$ cat config.mk
export PLATFORM = sky130hd
export DESIGN_NAME = des_key_schedule
export DESIGN_NICKNAME = d
export VERILOG_FILES = /design/src/rtl/des_key_schedule.sv
export SDC_FILE = /design/constraint.sdc
export NUM_CORES = 1
export LEC_CHECK = 0
export CAP_MARGIN = 25
export CELL_PAD_IN_SITES_DETAIL_PLACEMENT = 0
export CELL_PAD_IN_SITES_GLOBAL_PLACEMENT = 1
export CORE_MARGIN = 2
export CORE_UTILIZATION = 37
export DETAILED_ROUTE_END_ITERATION = 8
export PLACE_DENSITY = 0.79
export SKIP_LAST_GASP = 1
export SYNTH_ARGS = -nofsm -noshare
export SYNTH_HDL_FRONTEND = slang
export SYNTH_SLANG_ARGS = --single-unit
export TNS_END_PERCENT = 30
$ cat constraint.sdc
create_clock -name clk -period 2.72 [get_ports clk]
set_clock_uncertainty 0.05 [all_clocks]
set_input_delay 0.68 -clock clk [delete_from_list [all_inputs] [get_ports clk]]
set_output_delay 0.68 -clock clk [all_outputs]
set_load 0.05 [all_outputs]
$ cat src/rtl/des_key_schedule.sv
// DES key schedule front end: applies PC-1 to the key, then presents the
// sixteen rotated C/D half pairs one per accepted round, in encrypt or decrypt order.
module des_key_schedule (
    input  logic        clk,
    input  logic        rst_n,
    input  logic        start,
    input  logic [1:64] key,
    input  logic        decrypt,
    input  logic        round_ready,
    output logic        busy,
    output logic        round_valid,
    output logic [3:0]  round_idx,
    output logic [1:28] c_out,
    output logic [1:28] d_out,
    output logic        done
);

    typedef enum logic {IDLE, RUN} state_t;

    state_t      state;
    logic        dec_q;
    logic [1:28] c0;
    logic [1:28] d0;
    logic [4:0]  next_r;
    logic        next_two;

    // PC-1: bit positions of the key feeding C0 and D0, parity bits dropped
    assign c0 = {key[57], key[49], key[41], key[33], key[25], key[17], key[9],
                 key[1],  key[58], key[50], key[42], key[34], key[26], key[18],
                 key[10], key[2],  key[59], key[51], key[43], key[35], key[27],
                 key[19], key[11], key[3],  key[60], key[52], key[44], key[36]};
    assign d0 = {key[63], key[55], key[47], key[39], key[31], key[23], key[15],
                 key[7],  key[62], key[54], key[46], key[38], key[30], key[22],
                 key[14], key[6],  key[61], key[53], key[45], key[37], key[29],
                 key[21], key[13], key[5],  key[28], key[20], key[12], key[4]};

    // Schedule entry used to step from the presented round to the next one.
    // Decrypt walks the encrypt schedule backwards, undoing S[16] first.
    assign next_r   = dec_q ? (5'd16 - {1'b0, round_idx}) : ({1'b0, round_idx} + 5'd2);
    assign next_two = !((next_r == 5'd1) || (next_r == 5'd2) ||
                        (next_r == 5'd9) || (next_r == 5'd16));

    function automatic logic [1:28] rot(input logic [1:28] x, input logic left,
                                        input logic two);
        if (left)
            return two ? {x[3:28], x[1:2]} : {x[2:28], x[1]};
        else
            return two ? {x[27:28], x[1:26]} : {x[28], x[1:27]};
    endfunction

    always_ff @(posedge clk) begin
        if (!rst_n) begin
            state       <= IDLE;
            dec_q       <= 1'b0;
            busy        <= 1'b0;
            round_valid <= 1'b0;
            round_idx   <= 4'd0;
            c_out       <= '0;
            d_out       <= '0;
            done        <= 1'b0;
        end else begin
            done <= 1'b0;
            case (state)
                IDLE: begin
                    if (start) begin
                        state       <= RUN;
                        dec_q       <= decrypt;
                        busy        <= 1'b1;
                        round_valid <= 1'b1;
                        round_idx   <= 4'd0;
                        // C16 equals C0, so decrypt round 1 is the unrotated pair
                        c_out       <= decrypt ? c0 : rot(c0, 1'b1, 1'b0);
                        d_out       <= decrypt ? d0 : rot(d0, 1'b1, 1'b0);
                    end
                end
                RUN: begin
                    if (round_ready) begin
                        if (round_idx == 4'd15) begin
                            state       <= IDLE;
                            busy        <= 1'b0;
                            round_valid <= 1'b0;
                            done        <= 1'b1;
                        end else begin
                            round_idx <= round_idx + 4'd1;
                            c_out     <= rot(c_out, !dec_q, next_two);
                            d_out     <= rot(d_out, !dec_q, next_two);
                        end
                    end
                end
                default: state <= IDLE;
            endcase
        end
    end

endmodule

Word level (Yosys, flattened, before mapping)
Index checks and enable logic that the tools add are counted.
{"block": "word_totals", "register_bits": 64, "out_inout_bits": 63, "input_bits": 69, "wordCells": 57}
{"block": "classes", "n_eq_ne": 9, "reduce_logical": 7, "add_sub_neg": 3, "bitwise_logic": 1, "mux": 30}
{"cell": "$mux W28", "n": 14}
{"cell": "$pmux W28 S2", "n": 2}
{"cell": "$mux W4", "n": 3}
{"cell": "$reduce_and A3 Y1", "n": 3}
{"cell": "$pmux W4 S2", "n": 1}
{"cell": "$mux W1", "n": 7}
{"cell": "$ne A2 B2 Y1 const B", "n": 3}
{"cell": "$add A4 B2 Y5 const B", "n": 1}
{"cell": "$eq A5 B1 Y1 const B", "n": 1}
{"cell": "$eq A5 B2 Y1 const B", "n": 1}
{"cell": "$eq A5 B4 Y1 const B", "n": 1}
{"cell": "$eq A5 B5 Y1 const B", "n": 1}
{"cell": "$mux W5", "n": 1}
{"cell": "$sub A5 B4 Y5 const A", "n": 1}
{"cell": "$add A4 B1 Y4 const B", "n": 1}
{"cell": "$eq A4 B4 Y1 const B", "n": 1}
{"cell": "$pmux W1 S2", "n": 2}
{"cell": "$logic_or A1 B1 Y1", "n": 3}
{"cell": "$ne A2 B1 Y1 const B", "n": 1}
{"cell": "$reduce_and A2 Y1", "n": 1}
{"cell": "$not A1 Y1", "n": 1}

Depth between registers and ports, before layout
Gate-level depths: netlist (run 1).
{"block": "depth", "ltp_word": 11, "depth_mapped": 9, "mapped_depth_nobuf": 7}

Worst setup path before layout (run 1)
OpenSTA, ideal clock, no wires.
{"block": "synth_path", "path_kind": "reg2reg", "from": "reg round_idx[0]", "to": "reg c_out[24] in the netlist's numbering", "t_required_ns": 2.579, "setup_time_ns": 0.091, "slack_ns": 0.244, "arrival_ns": 2.335, "path_stages_with_launch": 10, "period_less_slack_ns": 2.476, "cell_sequence": "dfxtp_1 -> inv_1 -> ha_1 -> o21ba_1 -> o21ai_1 -> and3_1 -> buf_4 -> buf_2 -> a21oi_1 -> a311oi_1"}
{"block": "synth_between", "elab_chain_len": 11}
{"item": "start, declared", "line": "12", "source": "output logic [3:0] round_idx,"}
{"item": "start signal, assigned", "line": "84", "source": "round_idx <= round_idx + 4'd1;"}
{"item": "$sub A5 B4 Y5 / $add A4 B2 Y5 (equally long branches)", "line": "39", "source": "assign next_r = dec_q ? (5'd16 - {1'b0, round_idx}) : ({1'b0, round_idx} + 5'd2);"}
{"item": "$mux W5", "line": "39"}
{"item": "$eq A5 B1 Y1 / $eq A5 B2 Y1 (equally long branches)", "line": "40", "source": "assign next_two = !((next_r == 5'd1) || (next_r == 5'd2) ||"}
{"item": "$logic_or A1 B1 Y1 (2 in series)", "line": "40"}
{"item": "$logic_or A1 B1 Y1", "line": "41", "source": "(next_r == 5'd9) || (next_r == 5'd16));"}
{"item": "$mux W28, on equally long branches", "line": "46, 48"}
{"item": "$mux W28", "line": "45", "source": "if (left)"}
{"item": "$mux W28", "line": "78", "source": "if (round_idx == 4'd15) begin"}
{"item": "$mux W28", "line": "77", "source": "if (round_ready) begin"}
{"item": "$pmux W28 S2", "line": "63", "source": "case (state)"}
{"item": "end signal, assigned", "line": "72", "source": "c_out <= decrypt ? c0 : rot(c0, 1'b1, 1'b0);"}
{"item": "end signal, assigned", "line": "85", "source": "c_out <= rot(c_out, !dec_q, next_two);"}
{"item": "end, declared", "line": "13", "source": "output logic [1:28] c_out,"}
Several ways; a longest one is shown, not always the timed one. The select of a mux whose other input is x is not followed.
A chain may end at the register's enable or synchronous reset.

Final worst setup path (run 1)
{"block": "layout_path", "from": "reg round_idx[3]", "to": "out round_idx[3]"}
No word-level cell between the ends.

==> impl_metrics.py, run 1 <==
metrics = {
    "sta": {
        "fmax_mhz": 409,
        "fin_setup_tns_ns": 0,
        "maxSlewHeadroom": 0.587,
        "setup_viol": 0,
        "max_slew.worst_pin.slew_ns": 0.619,
        "rsz0062_at_grt": "no",
        "hold_viol": 0,
        "min_period_ns": 2.45,
        "period_share": 0.900,
        "drv_slew": 0,
    },
    "cts": {
        "cts_resized": 0,
        "cts-htree-levels": 3,
        "clock_path_buffers": 2,
        "post_cts_buffers": 0,
        "clkLatencyLatePin_ns": 0.34,
        "postCtsHoldBufs": 0,
        "cts-root-buf": "clkbuf_16",
        "cts_buffers": 9,
        "clkTransAtPathRegs_ns": 0.06,
        "tritoncts": "built",
        "cts_sinks": 64,
    },
    "layout": {
        "diodes": 0,
        "layout.nets": 790,
        "syn2layout_area_growth_pct": 33.1,
        "drive_above_1_share": 0.0651,
        "final_util": 0.500,
        "postLayoutCellArea_um2": 6880,
    },
    "yosys": {
        "synth_warnings": 0,
        "syn_area_per_cell_um2": 8.17,
        "ys_seq_area_frac": 0.248,
        "netlist.area_leader.share": 0.248,
        "yosys.area.top_type": "dfxtp_1",
        "synth_fp_nets": 706,
        "ys_types": 33,
        "ys_ff_latch": 64,
        "synth_area_leaders": "dfxtp_1, mux2i_1, a311oi_1",
        "synthesis.area_um2": 5170,
        "synthCells": 633,
    },
    "worst_hold_path": {
        "hp-class": "reg2reg",
        "min_from": "round_valid",
    },
    "die": {
        "die_w_um": 122,
        "std_cell_rows": 43,
        "die_y_um": 122,
        "dieArea_um2": 14900,
        "io_pins": 132,
        "start_util": 0.375,
        "coreArea_um2": 13800,
    },
    "placement": {
        "dpl-instance-area_um2": 6560,
        "gp_congestion": 0.768,
        "port_buffers": 123,
        "hpwl_mm": 10.8,
    },
    "global_routing": {
        "antenna_found_initial": 0,
        "grt_max_degree": 118,
        "grt_pass1_wl_mm": 27.1,
        "gr-total-overflow": 0,
        "grt_usage": 0.225,
        "grt_pass1_vias": 5251,
    },
    "worst_setup_path": {
        "crit_fanout": 9,
        "cp.required_ns": 1.99,
        "cp_cell_sequence": "clkdlybuf4s50_1",
        "arrival_ns": 1.72,
        "crit_path_start": "round_idx[3]",
        "path_class": "reg2out",
        "crit_path_end_kind": "primary output",
        "critPathBufInv": 1,
        "r2r_start": "round_idx[1]",
        "cpPeakStageDelay_ns": 0.87,
        "cpMaxStageDelayCell": "clkdlybuf4s50_1",
        "worst_path_dominant_cell_family": "buffers and inverters",
        "start_kind": "register",
    },
    "run_status": {
        "status": "finished clean",
    },
    "detailed_routing": {
        "routed-via-count": 5432,
        "routed_wl_mm": 16.7,
        "dr.pass1.iters": 5,
        "ant_nets": 0,
        "avgViaCountPerCell": 6.02,
        "drc": 0,
        "drt-initial-drc-count": 425,
        "wire_per_inst_um": 18.6,
    },
    "power_and_ir_drop": {
        "power_density_nw_per_um2": 533,
        "p_leak_uw": 0.00244,
        "ir_drop_mv": 0.224,
    },
    "run": {
        "cap_viol_max_count": 0,
    },
}
-- cells in the final DEF, fill, tap and decap left out, types with 2 or more instances in the layout --
cell type / count
inv_1: 4
a311oi_1: 56
and3_1: 2
dfxtp_1: 63
nor2b_1: 57
nor3_1: 5
o211ai_1: 3
a21oi_1: 56
o21ai_1: 2
clkinv_2: 3
clkbuf_16: 9
xnor2_1: 2
nand3b_1: 57
nand3_1: 55
o21ai_0: 55
nor2_1: 7
nand2b_1: 3
nand2_1: 5
nand3_2: 2
mux2i_1: 113
ha_1: 4
bufinv_16: 2
mux2_4: 2
buf_12: 8
buf_4: 13
clkdlybuf4s50_1: 121
-- area by class of cell --
class | instances | area, µm²
Sequential cell | 64 | 1280
Timing Repair Buffer | 143 | 1470
Inverter | 5 | 18.8
Fill cell | 1351 | 6890
Tap cell | 180 | 225
Multi-Input combinational cell | 494 | 3560
Clock inverter | 6 | 81.3
Clock buffer | 10 | 239
-- cell families after synthesis --
group / count (synthesis) / share of synthesized area
buf+inv: 75 / 0.0663
mux: 116 / 0.227
compound gates: 177 / 0.216
fa+ha+maj: 4 / 0.00968
flops: 64 / 0.248
simple gates: 195 / 0.230
xor+xnor: 2 / 0.00339
-- power breakdown --
part / total, µW / leakage [µW] / internal [µW] / switching, µW
clock network: 1280 / 0.000163 / 823 / 456
registers: 1150 / 0.000530 / 1020 / 121
logic: 1240 / 0.00175 / 504 / 740
total: 3670 / 0.00244 / 2350 / 1320
-- worst paths after layout --
check        cells after the start  slack [ns]      endpoint
max                              1        0.27  round_idx[3]
min                              2        0.43   round_valid
min reg2reg                      2        0.43   round_valid
max reg2reg                      8        0.30     d_out[19]
-- through the flow --
| stage | cells | total power (µW) | hold WS, ns | worst slack, ns |
|---|---|---|---|---|
| floorplan | 633 | 1960 | 0.464 | 0.244 |
| global placement | 886 | 2390 | 0.408 | 0.416 |
| detailed placement | 886 | 2400 | 0.425 | 0.338 |
| CTS | 902 | 3680 | 0.434 | 0.264 |
| global route | 902 | 3840 | 0.472 | 0.0899 |
| finish | 902 | 3670 | 0.431 | 0.273 |
-- Yosys cell counts --
library cell and count:
mux2i_1 113, dfxtp_1 64, nand3b_1 57, nor2b_1 57
a21oi_1 56, a311oi_1 56, nand3_1 56, o21ai_0 55
clkbuf_1 40, buf_2 19, nor2_1 7, buf_4 6
nand2_1 5, nor3_1 5, ha_1 4, inv_1 4
and3_1 3, buf_1 3, nand2b_1 3, o211ai_1 3
buf_6 2, mux2_4 2, o21ai_1 2, xnor2_1 2
a21boi_0 1, a21o_1 1, a31oi_1 1, inv_2 1
mux2_2 1, nand3_2 1, nor4_1 1, o2111ai_1 1
o21ba_1 1
-- state kept, by name (all words and copies together) (netlist names) --
name / cells
state: 1
round_valid: 1
c_out: 28
round_idx: 4
done: 1
dec_q: 1
d_out: 28
-- layer usage --
layer / track usage / share of wire
met5: 0 / 0
met4: 0.0639 / 0.015
met3: 0.0497 / 0.086
met2: 0.340 / 0.43
met1: 0.321 / 0.47
-- tightest hold or removal path, delay by kind of cell (launching register included) --
kind	cells	cell delay, ns
DFF	1	0.33
AOI/OAI and AO/OA	1	0.05
buffers and inverters	1	0.05
Note: power is estimated with default switching activity, not from simulation.
==> inputs of run 2 (changes only) <==
--- a/config.mk
+++ b/config.mk
@@ -16,4 +16,3 @@
 export SYNTH_ARGS = -nofsm -noshare
 export SYNTH_HDL_FRONTEND = slang
 export SYNTH_SLANG_ARGS = --single-unit
-export TNS_END_PERCENT = 30
==> results of run 2 <==
No change in the layout: final DEF, timing and power equal those of run 1.
